[config.mk]
export PLATFORM = sky130hd
export DESIGN_NAME = m_mem_master
export DESIGN_NICKNAME = d
export VERILOG_FILES = /design/src/rtl/m_mem_master.sv
export SDC_FILE = /design/constraint.sdc
export NUM_CORES = 1
export LEC_CHECK = 0
export ABC_AREA = 1
export CAP_MARGIN = 15
export CELL_PAD_IN_SITES_DETAIL_PLACEMENT = 1
export CELL_PAD_IN_SITES_GLOBAL_PLACEMENT = 2
export CORE_ASPECT_RATIO = 0.9
export CORE_UTILIZATION = 23
export CTS_BUF_LIST = sky130_fd_sc_hd__clkbuf_16
export CTS_CLUSTER_SIZE = 12
export DETAILED_ROUTE_END_ITERATION = 8
export GPL_ROUTABILITY_DRIVEN = 1
export PLACE_DENSITY_LB_ADDON = 0.1
export SLEW_MARGIN = 5
export SYNTH_ARGS = -nofsm -noshare
export SYNTH_HDL_FRONTEND = slang
export SYNTH_SLANG_ARGS = --single-unit
[constraint.sdc]
create_clock -name clk -period 5.15 [get_ports clk]
set_input_delay 1.03 -clock clk [delete_from_list [all_inputs] [get_ports clk]]
set_output_delay 1.03 -clock clk [all_outputs]
set_load 0.02 [all_outputs]
[src/rtl/m_mem_master.sv]
// Data-memory initiator: takes one load/store at a time from the MEM stage, validates it,
// holds the memory signals for LAT cycles and returns a single response pulse.
module m_mem_master #(
    parameter int MEM_BYTES = 4096,
    parameter int LAT       = 1
) (
    input  logic        clk,
    input  logic        reset,
    input  logic        req_valid,
    output logic        req_ready,
    input  logic        req_we,
    input  logic [1:0]  req_mode,
    input  logic        req_unsigned,
    input  logic [31:0] req_addr,
    input  logic [31:0] req_wdata,
    input  logic [31:0] req_pc,
    output logic        rsp_valid,
    output logic [31:0] rsp_rdata,
    output logic        rsp_exc,
    output logic        busy,
    output logic        MEMwrite,
    output logic        MEMread,
    output logic [31:0] MEMmode,
    output logic [31:0] addr,
    output logic [31:0] data,
    output logic [31:0] PC,
    input  logic [31:0] mem_out
);
    localparam int CW = (LAT > 1) ? $clog2(LAT) : 1;

    typedef enum logic [1:0] {
        IDLE   = 2'd0,
        ACCESS = 2'd1,
        RESP   = 2'd2
    } state_t;

    state_t        state_reg, state_next;
    logic [CW-1:0] cnt_reg, cnt_next;
    logic          first_reg;
    logic          we_reg;
    logic          uns_reg;
    logic [1:0]    mode_reg;
    logic [31:0]   addr_reg;
    logic [31:0]   wdata_reg;
    logic [31:0]   pc_reg;
    logic [31:0]   rdata_reg;
    logic          exc_reg;

    logic          accept;
    logic          req_err;
    logic          in_access;
    logic          last_access;
    logic [2:0]    size;
    logic [32:0]   end_addr;
    logic [31:0]   load_result;

    assign accept      = (state_reg == IDLE) && req_valid;
    assign in_access   = (state_reg == ACCESS);
    assign last_access = in_access && (cnt_reg == '0);

    always_comb begin
        size = 3'd0;
        case (req_mode)
            2'd0:    size = 3'd4;
            2'd1:    size = 3'd1;
            2'd2:    size = 3'd2;
            default: size = 3'd0;
        endcase
    end

    // 33-bit sum so an access straddling 2^32 cannot wrap back into range
    assign end_addr = {1'b0, req_addr} + {30'b0, size};
    assign req_err  = (req_mode == 2'd3)
                   || ((req_mode == 2'd0) && (req_addr[1:0] != 2'b00))
                   || ((req_mode == 2'd2) && req_addr[0])
                   || (end_addr > 33'(MEM_BYTES));

    // Memory already sign-extends byte/half; only the unsigned case needs masking
    always_comb begin
        load_result = mem_out;
        case (mode_reg)
            2'd1:    if (uns_reg) load_result = {24'b0, mem_out[7:0]};
            2'd2:    if (uns_reg) load_result = {16'b0, mem_out[15:0]};
            default: load_result = mem_out;
        endcase
    end

    always_comb begin
        state_next = state_reg;
        cnt_next   = cnt_reg;
        case (state_reg)
            IDLE: begin
                if (req_valid) begin
                    state_next = req_err ? RESP : ACCESS;
                    cnt_next   = CW'(LAT - 1);
                end
            end
            ACCESS: begin
                if (cnt_reg == '0) state_next = RESP;
                else               cnt_next   = cnt_reg - CW'(1);
            end
            RESP:    state_next = IDLE;
            default: state_next = IDLE;
        endcase
    end

    always_ff @(posedge clk) begin
        if (reset) begin
            state_reg <= IDLE;
            cnt_reg   <= '0;
            first_reg <= 1'b0;
            we_reg    <= 1'b0;
            uns_reg   <= 1'b0;
            mode_reg  <= 2'd0;
            addr_reg  <= '0;
            wdata_reg <= '0;
            pc_reg    <= '0;
            rdata_reg <= '0;
            exc_reg   <= 1'b0;
        end else begin
            state_reg <= state_next;
            cnt_reg   <= cnt_next;
            first_reg <= accept && !req_err;
            if (accept) begin
                we_reg    <= req_we;
                uns_reg   <= req_unsigned;
                mode_reg  <= req_mode;
                addr_reg  <= req_addr;
                wdata_reg <= req_wdata;
                pc_reg    <= req_pc;
                if (req_err) begin
                    rdata_reg <= '0;
                    exc_reg   <= 1'b1;
                end
            end
            if (last_access) begin
                rdata_reg <= we_reg ? 32'd0 : load_result;
                exc_reg   <= 1'b0;
            end
        end
    end

    assign req_ready = (state_reg == IDLE);
    assign busy      = (state_reg != IDLE);
    assign rsp_valid = (state_reg == RESP);
    assign rsp_rdata = rdata_reg;
    assign rsp_exc   = exc_reg;

    // Strobes are gated by reset so an aborted access cannot touch memory
    assign MEMwrite  = in_access && first_reg && we_reg && !reset;
    assign MEMread   = in_access && !we_reg && !reset;
    assign MEMmode   = in_access ? {30'b0, mode_reg} : 32'd0;
    assign addr      = in_access ? addr_reg  : 32'd0;
    assign data      = in_access ? wdata_reg : 32'd0;
    assign PC        = in_access ? pc_reg    : 32'd0;
endmodule

### Word level (Yosys, flattened, before mapping)

Cells that the tools add are included.

| word-level totals | value |
|---|---|
| input port bits | 135 |
| output and inout bits | 166 |
| register bits | 137 |
| bits in latches | 0 |
| memory bits (read-only) | 0 |
| memories kept | 0 |
| bits in writable memories | 0 |

| cells by class | value |
|---|---|
| $add $sub $neg | 2 |
| order comparisons | 1 |
| div/mod/pow operators | 0 |
| bitwise gates (word level) | 1 |
| equality and inequality tests | 9 |
| reduce and logical (&&, ||, !) cells | 28 |
| mux-type cells | 19 |
| shift-type cells | 0 |
| multiply operators | 0 |

Operators with widths:

| kind | number |
|---|---|
| 32-bit two-way mux | 9 |
| 32-bit one-hot mux with 2 select lines | 1 |
| 32-bit by 3-bit adder with 33-bit output | 1 |
| 33-bit by 13-bit greater-than comparator with 1-bit output (second input constant) | 1 |
| 1-bit logical AND | 10 |
| 2-bit nonzero test | 5 |
| 3-bit one-hot mux with 3 select lines | 1 |
| 2-bit == test (second input constant) | 4 |
| 2-bit two-way mux | 4 |
| 2-bit AND reduction | 4 |
| 2-bit by 1-bit == test with 1-bit output (second input constant) | 3 |
| 2-bit zero test | 2 |
| 2-bit inequality test (second input constant) | 2 |
| 2-bit one-hot mux with 2 select lines | 1 |
| 1-bit zero test | 3 |
| 1-bit logical OR | 3 |
| 1-bit two-way mux | 2 |
| 1-bit one-hot mux with 2 select lines | 1 |
| 2-bit OR reduction | 1 |
| 1-bit inverter | 1 |
| 1-bit subtractor (second input constant) | 1 |

### Logic depth before layout (Yosys ltp)

| logic depth | value |
|---|---|
| depth in word-level cells | 8 |
| mapped depth | 21 |
| mapped depth without buffers | 20 |

### Worst setup path after synthesis

No wires, ideal clock.

| timing | value |
|---|---|
| kind | input -> register |
| from | input req_mode[0] |
| to | register rdata_reg[17] (netlist: rsp_rdata[17]) |
| arrival time | 3.263 ns |
| slack | 1.827 ns |
| cell stages on the path | 19 |
| cells stage by stage | inv_1 > nor2_1 > ha_1 > fa_1 > or2_2 > a21oi_1 > nand2_1 > nor2_1 > nand2_1 > nor2_1 > nand3_1 > nand2_1 > nand2_1 > o21ai_4 > inv_2 > nor2_8 > buf_12 > nand2_2 > nand2_1 |

| between the ends | value |
|---|---|
| word-level cells in the longest chain between the ends | 7 |
| elaborated cells between the ends (all ways) | 14 |
| classes of those cells | 1 x add/sub; 1 x order compare; 3 x eq/ne; 1 x mux; 8 x reduce/logical |

RTL lines:

| what | line | text |
|---|---|---|
| start, declared | 12 | `input logic [1:0] req_mode,` |
| 2-bit == test (tied with other cells) | 63, 75 |  |
| 3-bit one-hot mux with 3 select lines / 1-bit logical AND (equally long branches) | 63, 74 |  |
| 32-bit by 3-bit adder with 33-bit output / 1-bit logical OR (equally long branches) | 72, 74 |  |
| 33-bit by 13-bit greater-than comparator with 1-bit output / 1-bit logical OR (equally long branches) | 76, 75 |  |
| 1-bit logical OR (*) | 76 | `\|\| (end_addr > 33'(MEM_BYTES));` |
| 2-bit nonzero test (no source line) (*) | -- |  |
| 2-bit AND reduction (no source line) (*) | -- |  |
| end signal, assigned | 137 | `rdata_reg <= we_reg ? 32'd0 : load_result;` |
| end, declared | 46 | `logic [31:0] rdata_reg;` |

Mark *: on every way between the ends. The rest lies on a longest branch, timed or not.
A chain may end at the register's enable or synchronous reset.

### Worst setup path in the final report

| timing | value |
|---|---|
| from | input req_mode[0] |
| to | register rdata_reg[2] (netlist: rsp_rdata[2]) |

Same word-level chain as after synthesis.

==> flow_metrics.env <==
export IMPL_setup_viol=0
export IMPL_clk_latency_ns=0.43
export IMPL_drc=0
export IMPL_setup_tns_ns=0
export IMPL_fmax_mhz=258
export IMPL_reg2reg_from="state_reg[0]"
export IMPL_irDropWorstVdd_mv=0.205
export IMPL_multiInputGateArea_mm2=0.00319
export IMPL_slew_headroom_pct=24.8
export IMPL_critical_path_startpoint="req_mode[0]"
export IMPL_critPathKind="in -> reg"
export IMPL_via_per_inst=4.26
export IMPL_num_nets_final=1417
export IMPL_fin_skew_ns=0.0141
export IMPL_p_total_mw=2.73
export IMPL_power_density_mw_per_mm2=266
export IMPL_synth_area_leaders="dfxtp_1, nand2_1, nor2_1"
export IMPL_grtUsageTotal_pct=17.4
export IMPL_clock_sinks=136
export IMPL_dieArea_mm2=0.0301
export IMPL_synth_cell_type_count=31
export IMPL_overflow=0
export IMPL_grt_max_degree=105
export IMPL_crit_fanout=19
export IMPL_grt_pass1_wl_um=40300
export IMPL_clk_path_buf_depth=2
export IMPL_grt_pass1_vias=7126
export IMPL_cpMostUsedCell="nand2_1"
export IMPL_die_x_um=183
export IMPL_crit_chain="clkdlybuf4s50_1 > inv_1 > nor2_1 > ha_1 > fa_1 > nand3_1 > nand2_1 > nand2_1 > nor2_2 > nand2_1 > nand2_1 > nand2_1 > nor2_1 > nand2_1 > nor2_1 > nand2_1 > o21ai_4 > inv_2 > nor2_8 > nand2_1 > nand2_1"
export IMPL_seq_area_frac_synth_pct=40.3
export IMPL_dr_first_iter_drc_count=318
export IMPL_synth_top_area_share_pct=40.3
export IMPL_port_buffers=270
export IMPL_tightest_slew_ns=1.12
export IMPL_seqCellArea_mm2=0.00272
export IMPL_syn_inst=1034
export IMPL_worstHoldStart="rsp_rdata[3]"
export IMPL_cts_hold_fix_buffers=0
export IMPL_wl_per_cell_um=15.3
export IMPL_rows=59
export IMPL_drv_slew=0
export IMPL_postCtsSetupBuffers=0
export IMPL_max_stage_delay_ns=0.55
export IMPL_avgSynthCellArea_um2=6.54
export IMPL_finalHoldViolations=0
export IMPL_p_leak_nw=4.12
export IMPL_fillerInstances=3612
export IMPL_netlist_area_mm2=0.00676
export IMPL_dpl_hpwl_um=18800
export IMPL_maxCapViolCount=0
export IMPL_place_gp_congestion=0.771
export IMPL_yosys_area_top_type="dfxtp_1"
export IMPL_wirelength_um=25800
export IMPL_outcome="finished, final reports clean"
export IMPL_end_kind="flop"
export IMPL_diodes=0
export IMPL_drive_gt1_share_pct=4.73
export IMPL_slowest_stage="clkdlybuf4s50_1"
export IMPL_drtPass1Iterations=4
export IMPL_ios=301
export IMPL_cts_buffers=17
export IMPL_initial_core_util_pct=23.4
export IMPL_place_inst=1653
export IMPL_synth_seq_cells=136
export IMPL_arrival_ns=4.25
export IMPL_vias=7181
export IMPL_crit_path_start_kind="input pin"
export IMPL_synth_warnings=0
export IMPL_hold_path_class="reg -> reg"
export IMPL_h_tree_depth=4
export IMPL_cts_tree="built"
export IMPL_period_share_pct=75.3
export IMPL_clk_pin_slew_ns=0.06
export IMPL_required_ns=5.52
export IMPL_postRouteAntennaNets=0
export IMPL_antenna_found_initial=0
export IMPL_instances_no_fill=1685
export IMPL_coreArea_mm2=0.0289
export IMPL_root_buffer="clkbuf_16"
export IMPL_cts_resized_gates=0
export IMPL_rsz0062_at_grt="false"
export IMPL_die_y_um=165
export IMPL_area_delta_synth_final_pct=52.0
export IMPL_period_needed_ns=3.88
-- worst max-delay path: cells and delay by family --
family,cells,cell delay (ns)
adder cells (fa/ha/maj),2,0.48
AND/OR/NAND/NOR,15,1.82
AO/OA/AOI/OAI,1,0.17
buffers and inverters,3,0.72
-- through the flow --
step           cell area, um2  util [%]  setup WS, ns  hold WS [ns]
6_report                10300      35.5          1.27         0.451
5_1_grt                 10300      35.5         0.938         0.470
2_1_floorplan            6870         -          1.83         0.430
4_1_cts                 10300      35.5          1.24         0.457
3_3_place_gp             9700      33.5         0.885         0.435
3_5_place_dp             9700      33.5         0.818         0.446
-- Yosys cell counts --
master	n
buf_4	30
nor2_2	5
nand3_2	1
clkinv_1	1
a21oi_1	114
xor2_1	2
o21bai_1	1
o21ai_0	103
o21ai_4	1
nand3b_1	10
nand2_2	11
nor2_1	174
buf_12	1
conb_1	1
o21ai_1	1
inv_1	141
ha_1	5
o211ai_1	1
buf_1	2
buf_2	1
nand2_1	191
nor2_8	1
nand4_1	3
fa_1	1
inv_2	1
clkbuf_1	48
nor3_1	2
dfxtp_1	136
nor4_1	2
or2_2	3
nand3_1	40
-- area by class of cell --
type	count	area share, %
Multi-Input combinational cell	702	31.0
Timing Repair Buffer	276	26.9
Sequential cell	136	26.5
Inverter	143	5.22
Tap cell	396	4.82
Clock buffer	17	4.14
Clock inverter	15	1.45
-- placed cells by master (no fill, tap or decap), types with 3 or more instances in the layout --
cell type,instances
o21ai_0,103
conb_1,30
dfxtp_1,136
nand3b_1,10
nor2_2,5
nand4_1,3
nor2_1,174
nand2_2,11
nand2_1,189
or2_2,3
clkbuf_16,17
nand3_1,40
clkinv_1,3
clkdlybuf4s50_1,270
inv_6,5
ha_1,5
a21oi_1,114
inv_1,141
buf_4,5
-- routing by layer --
layer  up-vias  routed length (um)  GRT usage (%)
met2       166               12200           29.5
li1       3643                   -              -
met3        15                1310           3.95
met5         -                   0              0
met4         0                 195           4.01
met1      3357               12100           22.4
-- kinds of logic after synthesis --
logic type / count (synthesis) / synth area share, %
AND/OR/NAND/NOR: 443 / 27.2
buffers and inverters: 225 / 14.4
AO/OA/AOI/OAI: 221 / 16.6
flip-flops: 136 / 40.3
adder cells (fa/ha/maj): 6 / 1.22
XOR/XNOR: 2 / 0.259
other: 1 / 0.0555
-- where the power goes --
group	leakage (nW)	internal [mW]	switching [mW]
logic	2.72	0.156	0.209
clock network	0.281	0.715	0.523
registers	1.12	1.11	0.0156
-- final timing paths --
kind | slack [ns] | to | cells after the start
worst min-delay path | 0.45 | rsp_rdata[3] | 2
worst min register to register | 0.45 | rsp_rdata[3] | 2
worst max register to register | 2.90 | pc_reg[18] | 5
worst max-delay path | 1.27 | rsp_rdata[2] | 21
(Power assumes the default switching activity.)
